### config.mk
export PLATFORM = sky130hd
export DESIGN_NAME = sel_mux_pipe_flat
export DESIGN_NICKNAME = d
export VERILOG_FILES = /design/src/rtl/sel_mux_pkg.sv /design/src/rtl/sel_mux_pipe_if.sv /design/src/rtl/sel_mux_comb.sv /design/src/rtl/sel_mux_pipe.sv /design/src/flat_wrapper.sv
export SDC_FILE = /design/constraint.sdc
export NUM_CORES = 1
export LEC_CHECK = 0
export ABC_AREA = 1
export BUFFER_PORTS_ARGS = -buffer_cell sky130_fd_sc_hd__buf_2
export CAP_MARGIN = 20
export CORE_UTILIZATION = 40
export DETAILED_ROUTE_END_ITERATION = 6
export GPL_TIMING_DRIVEN = 0
export PLACE_DENSITY = 0.77
export SYNTH_ARGS = -nofsm -noshare
export SYNTH_HDL_FRONTEND = slang
export SYNTH_HIERARCHICAL = 1
export SYNTH_SLANG_ARGS = --single-unit
export TNS_END_PERCENT = 10
### constraint.sdc
create_clock -name clk -period 1.8 [get_ports clk]
set_clock_uncertainty 0.15 [all_clocks]
set_input_delay 0.09 -clock clk [delete_from_list [all_inputs] [get_ports clk]]
set_output_delay 0.09 -clock clk [all_outputs]
set_load 0.005 [all_outputs]
### src/rtl/sel_mux_pkg.sv
// Shared defaults and helpers for the select-mux family.
// Both the legacy case mux and the registered pipe import this package.
package sel_mux_pkg;

  localparam int SEL_MUX_WIDTH = 4;
  localparam int SEL_MUX_NCH   = 15;
  localparam int SEL_MUX_SEL_W = 4;

  // Code 0 counts as in range: it is the null select, not an error.
  function automatic logic sel_code_ok(input int unsigned c, input int unsigned nch);
    return c <= nch;
  endfunction

endpackage

### src/rtl/sel_mux_pipe_if.sv
// Capture/output handshake bundle for sel_mux_pipe.
// The master side drives the channels and the request; the slave side is the mux.
interface sel_mux_pipe_if
  import sel_mux_pkg::*;
#(
  parameter int WIDTH = SEL_MUX_WIDTH,
  parameter int NCH   = SEL_MUX_NCH,
  parameter int SEL_W = SEL_MUX_SEL_W
);

  logic [NCH*WIDTH-1:0] data_in;
  logic [SEL_W-1:0]     sel;
  logic                 enable;
  logic                 scan_en;
  logic                 in_valid;
  logic                 in_ready;
  logic [WIDTH-1:0]     out_data;
  logic [SEL_W-1:0]     out_sel;
  logic                 out_err;
  logic                 out_valid;
  logic                 out_ready;

  modport master (
    output data_in, sel, enable, scan_en, in_valid, out_ready,
    input  in_ready, out_data, out_sel, out_err, out_valid
  );

  modport slave (
    input  data_in, sel, enable, scan_en, in_valid, out_ready,
    output in_ready, out_data, out_sel, out_err, out_valid
  );

endinterface

### src/rtl/sel_mux_comb.sv
// Purely combinational code -> data/err decode for an NCH-way, 1-based select.
// Unmatched codes fall through to zero, so no X can escape the mux.
module sel_mux_comb
  import sel_mux_pkg::*;
#(
  parameter int WIDTH = SEL_MUX_WIDTH,
  parameter int NCH   = SEL_MUX_NCH,
  parameter int SEL_W = SEL_MUX_SEL_W
) (
  input  logic [NCH*WIDTH-1:0] data_in,
  input  logic [SEL_W-1:0]     code,
  input  logic                 enable,
  output logic [WIDTH-1:0]     data,
  output logic                 err
);

  logic [WIDTH-1:0] hit_data [NCH];
  logic [WIDTH-1:0] sel_or;

  // One-hot AND-OR mux: each channel contributes only when its code matches.
  for (genvar gi = 0; gi < NCH; gi++) begin : g_chan
    assign hit_data[gi] = (code == SEL_W'(gi + 1)) ? data_in[gi*WIDTH +: WIDTH] : '0;
  end

  always_comb begin
    sel_or = '0;
    for (int k = 0; k < NCH; k++) begin
      sel_or = sel_or | hit_data[k];
    end
  end

  assign data = enable ? sel_or : '0;
  assign err  = !sel_code_ok(32'(code), NCH);

endmodule

### src/rtl/sel_mux_pipe.sv
// Registered NCH-way select with a one-deep valid/ready output stage and an
// auto-scan code source that walks channels 1..NCH.
module sel_mux_pipe
  import sel_mux_pkg::*;
#(
  parameter int WIDTH = SEL_MUX_WIDTH,
  parameter int NCH   = SEL_MUX_NCH,
  parameter int SEL_W = SEL_MUX_SEL_W
) (
  input logic          clk,
  input logic          rst_n,
  sel_mux_pipe_if.slave bus
);

  if (NCH < 1 || NCH > (2**SEL_W) - 1) begin : g_bad_cfg
    $error("sel_mux_pipe: NCH=%0d does not fit a %0d-bit code", NCH, SEL_W);
  end

  logic             out_valid_reg, out_valid_next;
  logic [WIDTH-1:0] out_data_reg, out_data_next;
  logic [SEL_W-1:0] out_sel_reg, out_sel_next;
  logic             out_err_reg, out_err_next;
  logic [SEL_W-1:0] scan_cnt_reg, scan_cnt_next;

  logic             accept;
  logic [SEL_W-1:0] code;
  logic [WIDTH-1:0] mux_data;
  logic             mux_err;

  // Ready looks through the output register so a draining beat can be replaced in the same cycle.
  assign bus.in_ready = !out_valid_reg || bus.out_ready;
  assign accept       = bus.in_valid && bus.in_ready;
  assign code         = bus.scan_en ? scan_cnt_reg : bus.sel;

  sel_mux_comb #(
    .WIDTH (WIDTH),
    .NCH   (NCH),
    .SEL_W (SEL_W)
  ) u_decode (
    .data_in (bus.data_in),
    .code    (code),
    .enable  (bus.enable),
    .data    (mux_data),
    .err     (mux_err)
  );

  always_comb begin
    out_valid_next = out_valid_reg;
    out_data_next  = out_data_reg;
    out_sel_next   = out_sel_reg;
    out_err_next   = out_err_reg;
    scan_cnt_next  = scan_cnt_reg;
    if (accept) begin
      out_valid_next = 1'b1;
      out_data_next  = mux_data;
      out_sel_next   = code;
      out_err_next   = mux_err;
    end else if (bus.out_ready) begin
      out_valid_next = 1'b0;
    end
    // The counter only ever holds 1..NCH, so every scanned code is a live channel.
    if (accept && bus.scan_en) begin
      scan_cnt_next = (scan_cnt_reg >= SEL_W'(NCH)) ? SEL_W'(1) : scan_cnt_reg + SEL_W'(1);
    end
  end

  always_ff @(posedge clk or negedge rst_n) begin
    if (!rst_n) begin
      out_valid_reg <= 1'b0;
      out_data_reg  <= '0;
      out_sel_reg   <= '0;
      out_err_reg   <= 1'b0;
      scan_cnt_reg  <= SEL_W'(1);
    end else begin
      out_valid_reg <= out_valid_next;
      out_data_reg  <= out_data_next;
      out_sel_reg   <= out_sel_next;
      out_err_reg   <= out_err_next;
      scan_cnt_reg  <= scan_cnt_next;
    end
  end

  assign bus.out_valid = out_valid_reg;
  assign bus.out_data  = out_data_reg;
  assign bus.out_sel   = out_sel_reg;
  assign bus.out_err   = out_err_reg;

endmodule

### src/flat_wrapper.sv
// flat-port wrapper written by rule: the top's interface ports become plain ports
module sel_mux_pipe_flat import sel_mux_pkg::*;
#(
  parameter int WIDTH = SEL_MUX_WIDTH,
  parameter int NCH   = SEL_MUX_NCH,
  parameter int SEL_W = SEL_MUX_SEL_W
)
  (clk, rst_n, bus_data_in, bus_sel, bus_enable, bus_scan_en, bus_in_valid, bus_out_ready, bus_in_ready, bus_out_data, bus_out_sel, bus_out_err, bus_out_valid);
  sel_mux_pipe_if #(.WIDTH(WIDTH), .NCH(NCH), .SEL_W(SEL_W)) bus_i ();
  input logic clk;
  input logic rst_n;
  input wire logic [$bits(bus_i.data_in)-1:0] bus_data_in;
  input wire logic [$bits(bus_i.sel)-1:0] bus_sel;
  input wire logic [$bits(bus_i.enable)-1:0] bus_enable;
  input wire logic [$bits(bus_i.scan_en)-1:0] bus_scan_en;
  input wire logic [$bits(bus_i.in_valid)-1:0] bus_in_valid;
  input wire logic [$bits(bus_i.out_ready)-1:0] bus_out_ready;
  output wire logic [$bits(bus_i.in_ready)-1:0] bus_in_ready;
  output wire logic [$bits(bus_i.out_data)-1:0] bus_out_data;
  output wire logic [$bits(bus_i.out_sel)-1:0] bus_out_sel;
  output wire logic [$bits(bus_i.out_err)-1:0] bus_out_err;
  output wire logic [$bits(bus_i.out_valid)-1:0] bus_out_valid;
  assign bus_i.data_in = bus_data_in;
  assign bus_i.sel = bus_sel;
  assign bus_i.enable = bus_enable;
  assign bus_i.scan_en = bus_scan_en;
  assign bus_i.in_valid = bus_in_valid;
  assign bus_i.out_ready = bus_out_ready;
  assign bus_in_ready = bus_i.in_ready;
  assign bus_out_data = bus_i.out_data;
  assign bus_out_sel = bus_i.out_sel;
  assign bus_out_err = bus_i.out_err;
  assign bus_out_valid = bus_i.out_valid;
  sel_mux_pipe #(.WIDTH(WIDTH), .NCH(NCH), .SEL_W(SEL_W)) u_core (.clk(clk), .rst_n(rst_n), .bus(bus_i));
endmodule
==> flow_metrics.py <==
metrics = {
    "drt": {
        "ant_nets": 0,
        "drc": 0,
        "drt_iter0_markers": 134,
        "drt-pass1-iter-count": 4,
        "totalWireLength_um": 4580,
        "via_per_inst": 4.88,
        "wl_per_cell_um": 11.8,
        "via_count": 1892,
    },
    "placed_design": {
        "dpl.hpwl_um": 3140,
        "place.gp.congestion": 0.799,
        "dpl_cell_area_um2": 1870,
        "io_buffers": 80,
    },
    "cells_and_area": {
        "final_util_pct": 66.0,
        "n_fill_cell": 328,
        "final_nets": 414,
        "drive_gt1_share_pct": 46.5,
        "area_delta_synth_final_pct": 56.6,
        "most-common-layout-cells": "86 x nand2_1, 81 x buf_2, 49 x nand3_1",
        "mostFrequentLayoutCell": "nand2_1",
        "fin_area_um2": 2220,
        "diodes": 0,
    },
    "logic_synthesis": {
        "syn_inst": 233,
        "synth_area_leaders": "nand2_1 24%, dfrtp_1 23%, nand3_1 18%",
        "ys_types": 21,
        "yosysTopAreaCell": "nand2_1",
        "synth-warning-count": 6,
        "avgSynthCellArea_um2": 6.08,
        "synth_seq_cells": 14,
        "syn-num-nets": 304,
        "syn_area_um2": 1420,
        "yosys.area.top_type_share_pct": 24.4,
        "ys_seq_area_share_pct": 24.8,
    },
    "critical_path": {
        "start_kind": "register",
        "crit_arrival_ns": 1.89,
        "critPathKind": "register to register",
        "reg2reg_depth": 14,
        "crit_top_cell": "nand2_1",
        "worst-r2r-setup-slack_ns": -0.07,
        "r2r-end": "u_core/bus.out_data[0]",
        "r2r-start": "u_core/scan_cnt_reg[2]",
        "crit_slowest_cell": "dfrtp_1",
        "worst_setup_path_end_kind": "register",
        "worst-path-max-fanout": 5,
        "cp.required_ns": 1.82,
        "slowest_delay_ns": 0.40,
        "crit_chain": "inv_2 > o21ai_4 > buf_6 > nand2_2 > inv_2 > buf_4 > nand3_1 > nand2_1 > nor2_1 > nand2_1 > nor2_2 > nor2_1 > nand2_1 > nand2_1",
    },
    "sta": {
        "drv_slew": 0,
        "hold_violations": 0,
        "grt_setup_unrepaired": "true",
        "fin_crit_sh_pct": 104,
        "fmax_mhz": 535,
        "min_period_ns": 1.87,
        "whs_ns": 0.0357,
        "setup_viol": 4,
        "timing.final.ws_setup_ns": -0.0697,
    },
    "power": {
        "swShare_pct": 42.0,
        "power_frac_clock_pct": 12.4,
        "power.share.sequential_pct": 25.4,
        "p_per_area_nw_per_um2": 809,
        "p_leak_nw": 1.33,
        "comb_power_share_pct": 62.1,
        "p_sw_w": 0.000754,
        "max-vdd-ir-drop_mv": 0.568,
        "p_int_w": 0.00104,
    },
    "die": {
        "fp.dieArea_um2": 3780,
        "die_h_um": 61.5,
        "core_area_um2": 3360,
        "start_util_pct": 42.1,
        "fp-row-count": 21,
        "ioPinCount": 81,
        "die_w_um": 61.5,
    },
    "grt": {
        "globalRouteMet3Util_pct": 3.15,
        "use_met2_pct": 41.5,
        "grt_pass1_vias": 1558,
        "grt_pass1_wl_um": 6510,
        "grt_start_max_net_pins": 15,
        "busiest_layer": "met2",
        "antenna_found_initial": 0,
        "overflow": 0,
        "grtUsageTotal_pct": 22.7,
        "met1_usage_pct": 27.8,
    },
    "cts": {
        "path_clk_slew_ns": 0.09,
        "cts_buffer_depth": 2,
        "clock_latency_ns": 0.27,
        "cts-root-buf": "clkbuf_4",
        "cts_htree_levels": 1,
        "cts_buffers": 3,
        "clock_sinks": 14,
        "cts_tree": "yes",
    },
    "hold_path": {
        "min_to": "u_core/bus.out_data[0]",
        "holdPathStages": 5,
        "hp-class": "primary input to register",
        "hp-start": "bus_enable",
    },
    "run": {
        "max_cap_viol_count": 0,
    },
    "outcome": {
        "outcome": "complete, but fails checks",
        "violations": "negative setup slack",
    },
}
-- kinds of logic (layout without fill, tap and decap cells) --
kind of cell / count (synthesis) / after routing / synth area share, %
buffers and inverters: 27 / 136 / 11.7
DFF: 14 / 14 / 24.8
xor gates and xnor gates: 1 / 1 / 0.618
and+or+nand+nor: 186 / 186 / 60.1
adders and majority gates: 1 / 1 / 0.883
other: 1 / 1 / 0.265
AOI/OAI and AO/OA: 3 / 3 / 1.59
-- critical path: cells and delay by family, from the launching register on --
kind            cells  cell delay (ns)
compound gates      1             0.09
buf+inv             4             0.45
flops               1             0.40
simple gates        9             0.68
-- per-stage QoR --
| stage | total power (W) | setup TNS, ns | setup WS (ns) | instances |
|---|---|---|---|---|
| finish | 0.00179 | -0.246 | -0.0697 | 388 |
| global route | 0.00193 | -0.888 | -0.243 | 388 |
| CTS | 0.00163 | 0 | 0.00227 | 374 |
| detailed placement | 0.00127 | -0.732 | -0.217 | 359 |
| global placement | 0.00126 | -0.696 | -0.199 | 359 |
| floorplan | 0.00100 | 0 | 0.0505 | 233 |
-- per-layer routing --
metal / share of wire, % / routed length, um
met1: 40 / 1850
met4: 1.9 / 85
met3: 10 / 461
met5: 0 / 0
met2: 48 / 2180
-- power by group through the flow --
stage / Sequential (W) / Combinational [W] / Clock (W)
final: 0.000456 / 0.00111 / 0.000223
after global routing: 0.000468 / 0.00122 / 0.000238
after CTS: 0.000456 / 0.000942 / 0.000228
after detailed placement: 0.000486 / 0.000780 / 0
after global placement: 0.000485 / 0.000772 / 0
after floorplan: 0.000478 / 0.000522 / 0
-- how the worst max path moves through the flow --
stage | from | to | slack [ns] | cells past startpoint
3_5_place_dp | u_core/scan_cnt_reg[0] | u_core/bus.out_data[1] | -0.22 | 12
5_1_grt | u_core/scan_cnt_reg[2] | u_core/bus.out_data[3] | -0.24 | 14
4_1_cts | u_core/scan_cnt_reg[0] | u_core/bus.out_data[3] | 0.002 | 13
2_1_floorplan | u_core/scan_cnt_reg[0] | u_core/bus.out_data[1] | 0.05 | 12
6_report | u_core/scan_cnt_reg[2] | u_core/bus.out_data[0] | -0.07 | 14
3_3_place_gp | u_core/scan_cnt_reg[0] | u_core/bus.out_data[1] | -0.20 | 12
-- repair_timing --
action,CTS,global route
setup buffers,8,12
cloned,1,2
hold endpoints to repair,15,0
pin swaps,6,17
hold buffers,2,0
endpoints found under the setup margin,4,4
gates resized for setup,11,27
-- layout make-up --
type | count | area [um2] | share of cell area [%]
multi-input cells | 192 | 978 | 44.1
repair buffers | 105 | 614 | 27.7
flip-flops and latches | 14 | 352 | 15.8
plain buffers | 10 | 116 | 5.25
inverters | 17 | 63.8 | 2.88
well taps | 46 | 57.6 | 2.59
clock buffers | 4 | 36.3 | 1.64
-- synthesized netlist by cell type --
master / count
nand3_2: 4
dfrtp_1: 13
xor2_1: 1
ha_1: 1
nand3_1: 51
inv_1: 9
nand4_1: 1
nor2_4: 4
conb_1: 1
inv_2: 8
nand2_1: 92
nor2_1: 31
buf_2: 1
o21ai_0: 1
buf_8: 2
o21ai_2: 2
dfstp_2: 1
nand2_4: 2
buf_6: 4
nor2_8: 1
buf_4: 3
Power figures use the tool's default switching activity.
